$ cat config.mk
export PLATFORM = sky130hd
export DESIGN_NAME = beam_scan_controller
export DESIGN_NICKNAME = d
export VERILOG_FILES = /design/src/rtl/beam_scan_controller_pkg.sv /design/src/rtl/beam_energy_acc.sv /design/src/rtl/beam_scan_controller.sv
export SDC_FILE = /design/constraint.sdc
export NUM_CORES = 2
export LEC_CHECK = 0
export ABC_CLOCK_PERIOD_IN_PS = 2600
export CORE_MARGIN = 3
export CORE_UTILIZATION = 41
export CTS_CLUSTER_DIAMETER = 200
export DETAILED_ROUTE_END_ITERATION = 7
export GPL_TIMING_DRIVEN = 0
export MAX_ROUTING_LAYER = met4
export SYNTH_ARGS = -nofsm -noshare
export SYNTH_HDL_FRONTEND = slang
export SYNTH_SLANG_ARGS = --single-unit
$ cat constraint.sdc
create_clock -name clk -period 2.6 [get_ports clk]
set_input_delay 0.26 -clock clk [delete_from_list [all_inputs] [get_ports clk]]
set_output_delay 0.26 -clock clk [all_outputs]
set_load 0.005 [all_outputs]
$ cat src/rtl/beam_scan_controller_pkg.sv
// Shared definitions for the beam scan controller and the delay module it steers.
// Holds the FSM encoding, the delay_select width and the accumulator width rule.
package beam_scan_controller_pkg;

    localparam int DSEL_W = 5;

    typedef enum logic [2:0] {
        IDLE    = 3'd0,
        SETTLE  = 3'd1,
        DWELL   = 3'd2,
        COMPARE = 3'd3,
        DONE    = 3'd4
    } scan_state_t;

    // A square of a signed BEAM_W value needs at most 2*BEAM_W-1 unsigned bits;
    // summing 2^DWELL_LOG2 of them needs DWELL_LOG2 more, so this width never wraps.
    function automatic int acc_width(input int beam_w, input int dwell_log2);
        return 2 * beam_w + dwell_log2;
    endfunction

endpackage

$ cat src/rtl/beam_energy_acc.sv
// Square-and-accumulate energy integrator for one steering direction.
// clr has priority over en; the accumulator is cleared while the controller settles.
module beam_energy_acc
    import beam_scan_controller_pkg::*;
#(
    parameter int BEAM_W     = 22,
    parameter int DWELL_LOG2 = 8,
    localparam int ACC_W     = acc_width(BEAM_W, DWELL_LOG2)
) (
    input  logic                     clk,
    input  logic                     rst,
    input  logic                     clr,
    input  logic                     en,
    input  logic signed [BEAM_W-1:0] beam_data,
    output logic [ACC_W-1:0]         acc
);

    logic signed [2*BEAM_W-1:0] prod_p0;
    logic [2*BEAM_W-1:0]        sq_p0;

    // The most negative input squares to 2^(2*BEAM_W-2), still positive in 2*BEAM_W signed bits.
    always_comb begin
        prod_p0 = beam_data * beam_data;
        sq_p0   = unsigned'(prod_p0);
    end

    // stage p0 -> accumulator register
    always_ff @(posedge clk or negedge rst) begin
        if (!rst) begin
            acc <= '0;
        end else if (clr) begin
            acc <= '0;
        end else if (en) begin
            acc <= acc + ACC_W'(sq_p0);
        end
    end

endmodule

$ cat src/rtl/beam_scan_controller.sv
// Scans NUM_DIRS steering directions, integrates beam energy in each and commits
// the loudest direction and its energy once per completed scan.
module beam_scan_controller
    import beam_scan_controller_pkg::*;
#(
    parameter int NUM_DIRS       = 4,
    parameter int BEAM_W         = 22,
    parameter int SETTLE_SAMPLES = 20,
    parameter int DWELL_LOG2     = 8,
    localparam int ACC_W         = acc_width(BEAM_W, DWELL_LOG2)
) (
    input  logic                     clk,
    input  logic                     rst,
    input  logic                     start,
    input  logic                     abort,
    input  logic                     continuous,
    input  logic                     sample_valid,
    input  logic signed [BEAM_W-1:0] beam_data,
    output logic [DSEL_W-1:0]        delay_select,
    output logic                     scan_busy,
    output logic                     scan_done,
    output logic [DSEL_W-1:0]        best_dir,
    output logic [ACC_W-1:0]         best_energy
);

    localparam int DWELL_N = 1 << DWELL_LOG2;
    localparam int CNT_MAX = (SETTLE_SAMPLES > DWELL_N) ? SETTLE_SAMPLES : DWELL_N;
    localparam int CNT_W   = $clog2(CNT_MAX + 1);

    localparam logic [CNT_W-1:0]  SETTLE_LAST = CNT_W'(SETTLE_SAMPLES - 1);
    localparam logic [CNT_W-1:0]  DWELL_LAST  = CNT_W'(DWELL_N - 1);
    localparam logic [DSEL_W-1:0] IDX_LAST    = DSEL_W'(NUM_DIRS - 1);

    scan_state_t       state, state_nxt;
    logic [CNT_W-1:0]  cnt;
    logic [DSEL_W-1:0] idx;
    logic [DSEL_W-1:0] dsel_nxt;
    logic [DSEL_W-1:0] run_dir;
    logic [ACC_W-1:0]  run_energy;
    logic [ACC_W-1:0]  acc;
    logic              cnt_clr, cnt_inc, idx_clr, idx_inc;
    logic              acc_clr, acc_en, load_run, commit;

    beam_energy_acc #(
        .BEAM_W     (BEAM_W),
        .DWELL_LOG2 (DWELL_LOG2)
    ) u_acc (
        .clk       (clk),
        .rst       (rst),
        .clr       (acc_clr),
        .en        (acc_en),
        .beam_data (beam_data),
        .acc       (acc)
    );

    always_ff @(posedge clk or negedge rst) begin
        if (!rst) state <= IDLE;
        else      state <= state_nxt;
    end

    always_comb begin
        state_nxt = state;
        cnt_clr   = 1'b0;
        cnt_inc   = 1'b0;
        idx_clr   = 1'b0;
        idx_inc   = 1'b0;
        acc_clr   = (state == SETTLE);
        acc_en    = 1'b0;
        load_run  = 1'b0;
        commit    = 1'b0;
        dsel_nxt  = delay_select;

        case (state)
            IDLE: begin
                if (start && !abort) begin
                    state_nxt = SETTLE;
                    idx_clr   = 1'b1;
                    cnt_clr   = 1'b1;
                end
            end
            SETTLE: begin
                if (sample_valid) begin
                    if (cnt == SETTLE_LAST) begin
                        state_nxt = DWELL;
                        cnt_clr   = 1'b1;
                    end else begin
                        cnt_inc = 1'b1;
                    end
                end
            end
            DWELL: begin
                if (sample_valid) begin
                    acc_en = 1'b1;
                    if (cnt == DWELL_LAST) begin
                        state_nxt = COMPARE;
                        cnt_clr   = 1'b1;
                    end else begin
                        cnt_inc = 1'b1;
                    end
                end
            end
            COMPARE: begin
                // Strict greater-than keeps the lower index on ties.
                load_run = (idx == '0) || (acc > run_energy);
                if (idx == IDX_LAST) begin
                    state_nxt = DONE;
                end else begin
                    state_nxt = SETTLE;
                    idx_inc   = 1'b1;
                    dsel_nxt  = idx + DSEL_W'(1);
                end
            end
            DONE: begin
                commit = 1'b1;
                if (continuous) begin
                    state_nxt = SETTLE;
                    idx_clr   = 1'b1;
                end else begin
                    state_nxt = IDLE;
                    dsel_nxt  = run_dir;
                end
            end
            default: state_nxt = IDLE;
        endcase

        if (idx_clr) dsel_nxt = '0;

        // Abort drops every partial result and steers back to the committed best.
        if (abort && state != IDLE) begin
            state_nxt = IDLE;
            cnt_clr   = 1'b1;
            cnt_inc   = 1'b0;
            idx_clr   = 1'b1;
            idx_inc   = 1'b0;
            acc_en    = 1'b0;
            load_run  = 1'b0;
            commit    = 1'b0;
            dsel_nxt  = best_dir;
        end
    end

    always_ff @(posedge clk or negedge rst) begin
        if (!rst) begin
            cnt          <= '0;
            idx          <= '0;
            delay_select <= '0;
            run_dir      <= '0;
            run_energy   <= '0;
            best_dir     <= '0;
            best_energy  <= '0;
            scan_done    <= 1'b0;
        end else begin
            if (cnt_clr)      cnt <= '0;
            else if (cnt_inc) cnt <= cnt + CNT_W'(1);

            if (idx_clr)      idx <= '0;
            else if (idx_inc) idx <= idx + DSEL_W'(1);

            delay_select <= dsel_nxt;

            if (load_run) begin
                run_dir    <= idx;
                run_energy <= acc;
            end

            if (commit) begin
                best_dir    <= run_dir;
                best_energy <= run_energy;
            end
            scan_done <= commit;
        end
    end

    assign scan_busy = (state != IDLE);

endmodule
# [After elaboration in Yosys (flattened, before gate mapping)]
# Index checks and enable logic that the tools add are counted.
[word_totals] wordCells=88 input_bits=28 register_bits=189 out_inout_bits=64
[op_classes] reduce_logical=13 n_mul=1 eq_ne=14 mux=46 magnitude_cmp=1 add_sub_neg=3
[op_table] cell="52-bit 2-to-1 mux" n=2
[op_table] cell="52-bit by 44-bit adder with 52-bit output" n=1
[op_table] cell="52-bit greater-than comparator" n=1
[op_table] cell="22-bit by 22-bit multiplier with 44-bit output" n=1
[op_table] cell="5-bit 2-to-1 mux" n=6
[op_table] cell="1-bit 2-to-1 mux" n=24
[op_table] cell="3-bit 2-to-1 mux" n=7
[op_table] cell="9-bit 2-to-1 mux" n=2
[op_table] cell="3-bit one-hot mux with 5 select lines" n=1
[op_table] cell="5-bit one-hot mux with 2 select lines" n=1
[op_table] cell="9-bit by 1-bit adder with 9-bit output (second input constant)" n=1
[op_table] cell="9-bit by 5-bit == test with 1-bit output (second input constant)" n=1
[op_table] cell="9-bit by 8-bit == test with 1-bit output (second input constant)" n=1
[op_table] cell="3-bit != test (second input constant)" n=3
[op_table] cell="4-bit != test (second input constant)" n=2
[op_table] cell="3-bit by 2-bit == test with 1-bit output (second input constant)" n=2
[op_table] cell="2-bit nonzero test" n=3
[op_table] cell="5-bit by 1-bit adder with 5-bit output (second input constant)" n=1
[op_table] cell="5-bit by 2-bit == test with 1-bit output (second input constant)" n=1
[op_table] cell="5-bit logical NOT" n=1
[op_table] cell="5-bit AND reduction" n=1
[op_table] cell="1-bit one-hot mux with 2 select lines" n=2
[op_table] cell="4-bit nonzero test" n=1
[op_table] cell="3-bit by 1-bit == test with 1-bit output (second input constant)" n=1
[op_table] cell="10 further kinds" n=11

# [Logic depth before layout (Yosys ltp)]
[logic_depth] depth_word=7 mapped_depth=37 depth_no_buf=35

# [By module]
# Synthesis repeated with hierarchy kept, for this count alone.
[hier_totals] cells_unflattened=3117 area_unflattened_um2=28747.6
[by_module_without_submodules] module="beam_energy_acc" instances=1 seq_area_each_um2=1301.2 cells_each=2322 area_each_um2=20882.5
[by_module_without_submodules] module="beam_scan_controller" instances=1 seq_area_each_um2=3428.3 cells_each=795 area_each_um2=7865.0

# [Worst setup path before layout]
# Ideal clock, no wire load.
[synth_path] kind="input-to-reg" from="input port beam_data[2]" to="register u_acc.acc[50]" setup_ns=0.120 slack_ns=-6.030 stages=32 arrival_ns=8.509 required_time_ns=2.480 path_buffers=1 path_cell_list="clkbuf_1 -> inv_1 -> nor2_1 -> fa_1 -> fa_1 -> fa_1 -> inv_1 -> fa_1 -> inv_1 -> fa_1 -> fa_1 -> inv_1 -> fa_1 -> inv_1 -> ha_1 -> a21o_1 -> a21o_1 -> a21oi_1 -> nor2_1 -> a211oi_1 -> or4b_1 -> a31o_1 -> a21oi_1 -> xnor2_1 -> ha_1 -> and3_1 -> nand2_1 -> nor4b_1 -> a22oi_1 -> a31oi_1 -> a31oi_1 -> a41o_1"
[synth_between] elab_chain_len=4
[synth_rtl] item="start, declared" line="beam_scan_controller.sv:18" rtl="input logic signed [BEAM_W-1:0] beam_data,"
[synth_rtl] item="22-bit by 22-bit multiplier with 44-bit output" line="beam_energy_acc.sv:23" rtl="prod_p0 = beam_data * beam_data;"
[synth_rtl] item="52-bit by 44-bit adder with 52-bit output" line="beam_energy_acc.sv:34" rtl="acc <= acc + ACC_W'(sq_p0);"
[synth_rtl] item="52-bit 2-to-1 mux" line="beam_energy_acc.sv:33" rtl="end else if (en) begin"
[synth_rtl] item="52-bit 2-to-1 mux" line="beam_energy_acc.sv:31" rtl="end else if (clr) begin"
[synth_rtl] item="end signal, assigned" line="beam_energy_acc.sv:34"
[synth_rtl] item="end, declared" line="beam_energy_acc.sv:15" rtl="output logic [ACC_W-1:0] acc"
# Every way passes these cells. The select of a mux whose other input is x is not followed.
# A chain may end at the register's enable or synchronous reset.

# [Final worst setup path]
[layout_path] from="input port beam_data[1]" to="register u_acc.acc[50]"
# Same word-level chain as after synthesis.

==> metrics.yaml <==
setup-tns-final_ns: -222.43
gp_congestion: 0.927
synth-seq-cells: 189
finalCritPeriodShare_pct: 303
via_per_inst: 5.21
area_growth_pct: 31.2
grt_pass1_wl_mm: 124
required_ns: 2.93
wl_met1_mm: 34.3
holdWs_ns: 0.271
startpoint_type: "input port"
r2r-end: "u_acc.acc[41]"
top_layer_used: "met4"
wl_met2_mm: 40.1
hold_violations: 0
clock_skew_ns: 0.0102
drt-pass1-iter-count: 5
initial_core_util_pct: 41.6
regToRegStartpoint: "u_acc.acc[14]"
h-tree-depth: 4
via_count: 21300
ant_nets: 0
yosysWarnings: 0
min_from: "abort"
syn-cell-area_um2: 27600
criticalPathCategory: "input port to flop"
die_y_um: 265
grt.total_usage_pct: 23.1
grt_overflow: 0
numCtsBuffers: 17
maxCapViolations: 0
cp_common_cell: "fa_1"
critPathMaxFanout: 4
synth_area_leaders: "fa_1 33%, dfrtp_1 17%, ha_1 11%"
synthesis.nets: 3602
yosysUniqueCellTypes: 70
core_area_um2: 66200
drtIter0Drc: 1025
grt_pass1_vias: 22600
rsz0062_at_grt: "yes"
placed_area_um2: 30700
clock_sinks: 189
setup_viol: 104
drive_above_1_share_pct: 29.5
fmaxAchievable_ghz: 0.127
antenna_found_initial: 3
dp_hpwl_mm: 60.4
ys_seq_area_share_pct: 17.2
clk_pin_slew_ns: 0.07
relSlewSlack_pct: 38.6
worst_slew_pin_slew_ns: 0.920
yosysTopAreaCellShare_pct: 33.1
wire_per_inst_um: 19.6
synthArstFlopShare_pct: 100
worst_slack_ns: -5.28
reg2reg_depth: 10
wl_met3_mm: 3.27
root_buffer: "clkbuf_16"
status: "complete, but fails checks"
yosys.area.top_type: "fa_1"
drc_errors: 0
die_area_um2: 70400
pin_count: 92
nets: 3945
port_buffers: 87
rows: 94
slowest_delay_ns: 0.55
slowest_stage: "or4b_4"
syn_area_per_cell_um2: 9.61
finalWirelength_mm: 80.0
violations: "setup timing"
rrSetupSlack_ns: -0.72
die_w_um: 265
cts.path.max_buffers: 2
min_to: "state[1]"
cts_tree: "built"
fin_crit_ns: 7.88
final_max_slew_viol_count: 0
synth_cells: 2867
yosys_most_used_dff: "dfrtp_1"
min_path_cells: 2
grt_max_degree: 116
hp-class: "input port to flop"
clock_latency_ns: 0.44
fin_area_um2: 36100
worstSetupEndpointType: "flop"
worstPathArrival_ns: 8.21
synth_edf_count: 0
## how the worst max path moves through the flow
stage	from	to	slack [ns]	depth (start not counted)
3_5_place_dp	beam_data[12]	u_acc.acc[50]	-7.34	30
2_1_floorplan	beam_data[18]	u_acc.acc[50]	-5.31	31
5_1_grt	beam_data[5]	u_acc.acc[50]	-5.48	34
3_3_place_gp	beam_data[12]	u_acc.acc[50]	-7.32	30
4_1_cts	beam_data[20]	u_acc.acc[44]	-5.30	36
6_report	beam_data[1]	u_acc.acc[50]	-5.28	34
## routing by layer
layer / GRT usage, % / vias to the layer above
met4: 6.38 / 0
met2: 39.1 / 567
li1: - / 9729
met3: 2.13 / 120
met5: - / -
met1: 30.0 / 10900
## placed cells by master (no fill, tap or decap), types with 13 or more instances in the layout
master             n
inv_1            573
fa_1             406
ha_1             185
dfrtp_1          182
buf_4            175
nand2_1          174
nor2_1            89
clkdlybuf4s50_1   67
inv_2             65
a21o_1            65
nand3_1           63
buf_6             60
mux2_2            58
ha_4              55
and2_1            52
mux2_4            51
fa_2              49
a21oi_1           47
clkbuf_16         46
o21ai_1           46
a21oi_2           45
xor2_1            42
xnor2_1           40
nand2_2           39
nand4_1           30
o21ai_0           25
clkbuf_1          25
xnor2_2           22
o21a_1            20
buf_12            19
a21oi_4           18
o21ai_2           17
nand2_4           15
nand2b_1          15
and2_4            13
## synth_stat cells, drive strengths merged (4+ instances only)
| master | instances |
|---|---|
| inv | 645 |
| fa | 455 |
| ha | 252 |
| nand2 | 229 |
| dfrtp | 189 |
| nor2 | 111 |
| a21oi | 110 |
| mux2 | 109 |
| o21ai | 90 |
| clkbuf | 81 |
| nand3 | 71 |
| a21o | 67 |
| and2 | 67 |
| xnor2 | 63 |
| xor2 | 47 |
| nand4 | 30 |
| o21a | 21 |
| a31oi | 19 |
| and3 | 18 |
| nor3 | 18 |
| nand2b | 16 |
| nor2b | 16 |
| a211oi | 13 |
| o21bai | 13 |
| buf | 12 |
| mux2i | 12 |
| o31ai | 8 |
| a211o | 7 |
| a2111oi | 6 |
| a22oi | 6 |
| a21boi | 5 |
| or3 | 5 |
| nor3b | 4 |
| nor4b | 4 |
| o2111ai | 4 |
| o211ai | 4 |
| o221ai | 4 |
## timing repair
action	4_1_cts	5_1_grt
buffers inserted	175	67
hold buffers	1	0
endpoints found under the hold margin	74	0
endpoints found under the setup margin	137	142
pin swaps	239	217
gates resized for setup	515	258
gates cloned	7	2
## state kept, by name, indices dropped and copies added (netlist names), 5 cells and up
name,flops
best_dir,5
run_energy,52
u_acc.acc,52
delay_select,5
run_dir,5
best_energy,52
cnt,9
idx,5
## cell families (layout without fill, tap and decap cells)
family / Yosys count / after routing / synth area share [%]
AO/OA/AOI/OAI: 398 / 398 / 9.20
XOR/XNOR: 110 / 110 / 3.50
adder cells (fa/ha/maj): 707 / 707 / 44.5
buffers and inverters: 740 / 1094 / 10.2
flip-flops: 189 / 189 / 17.2
multiplexers: 121 / 121 / 5.14
other: 0 / 3 / 0
AND/OR/NAND/NOR: 602 / 602 / 10.3
## per-stage QoR
step | std cells | utilization, % | setup slack, ns
detailed placement | 3819 | 46.4 | -7.34
global route | 4088 | 54.6 | -5.48
finish | 4088 | 54.6 | -5.28
global placement | 3818 | 46.4 | -7.32
CTS | 4025 | 52.3 | -5.30
floorplan | 2867 | - | -5.31
## final cells by class
class | count | area (um^2)
fill | 5704 | 30100
multi-input combinational | 1938 | 22800
sequential | 189 | 4740
timing repair buffer | 332 | 3230
inverter | 647 | 2500
buffer | 85 | 1180
tap | 864 | 1080
clock buffer | 18 | 439
clock inverter | 12 | 140
antenna | 3 | 7.51
## worst max-delay path, delay by kind of cell
family | cells | cell delay (ns)
AOI/OAI and AO/OA | 11 | 2.02
and+or+nand+nor | 5 | 1.15
buffers and inverters | 8 | 0.64
adders and majority gates | 9 | 3.99
xor gates and xnor gates | 1 | 0.12
Power is left out: the tool's default activity adds up to more than one toggle a clock period on the data nets, which glitch-free logic cannot reach.
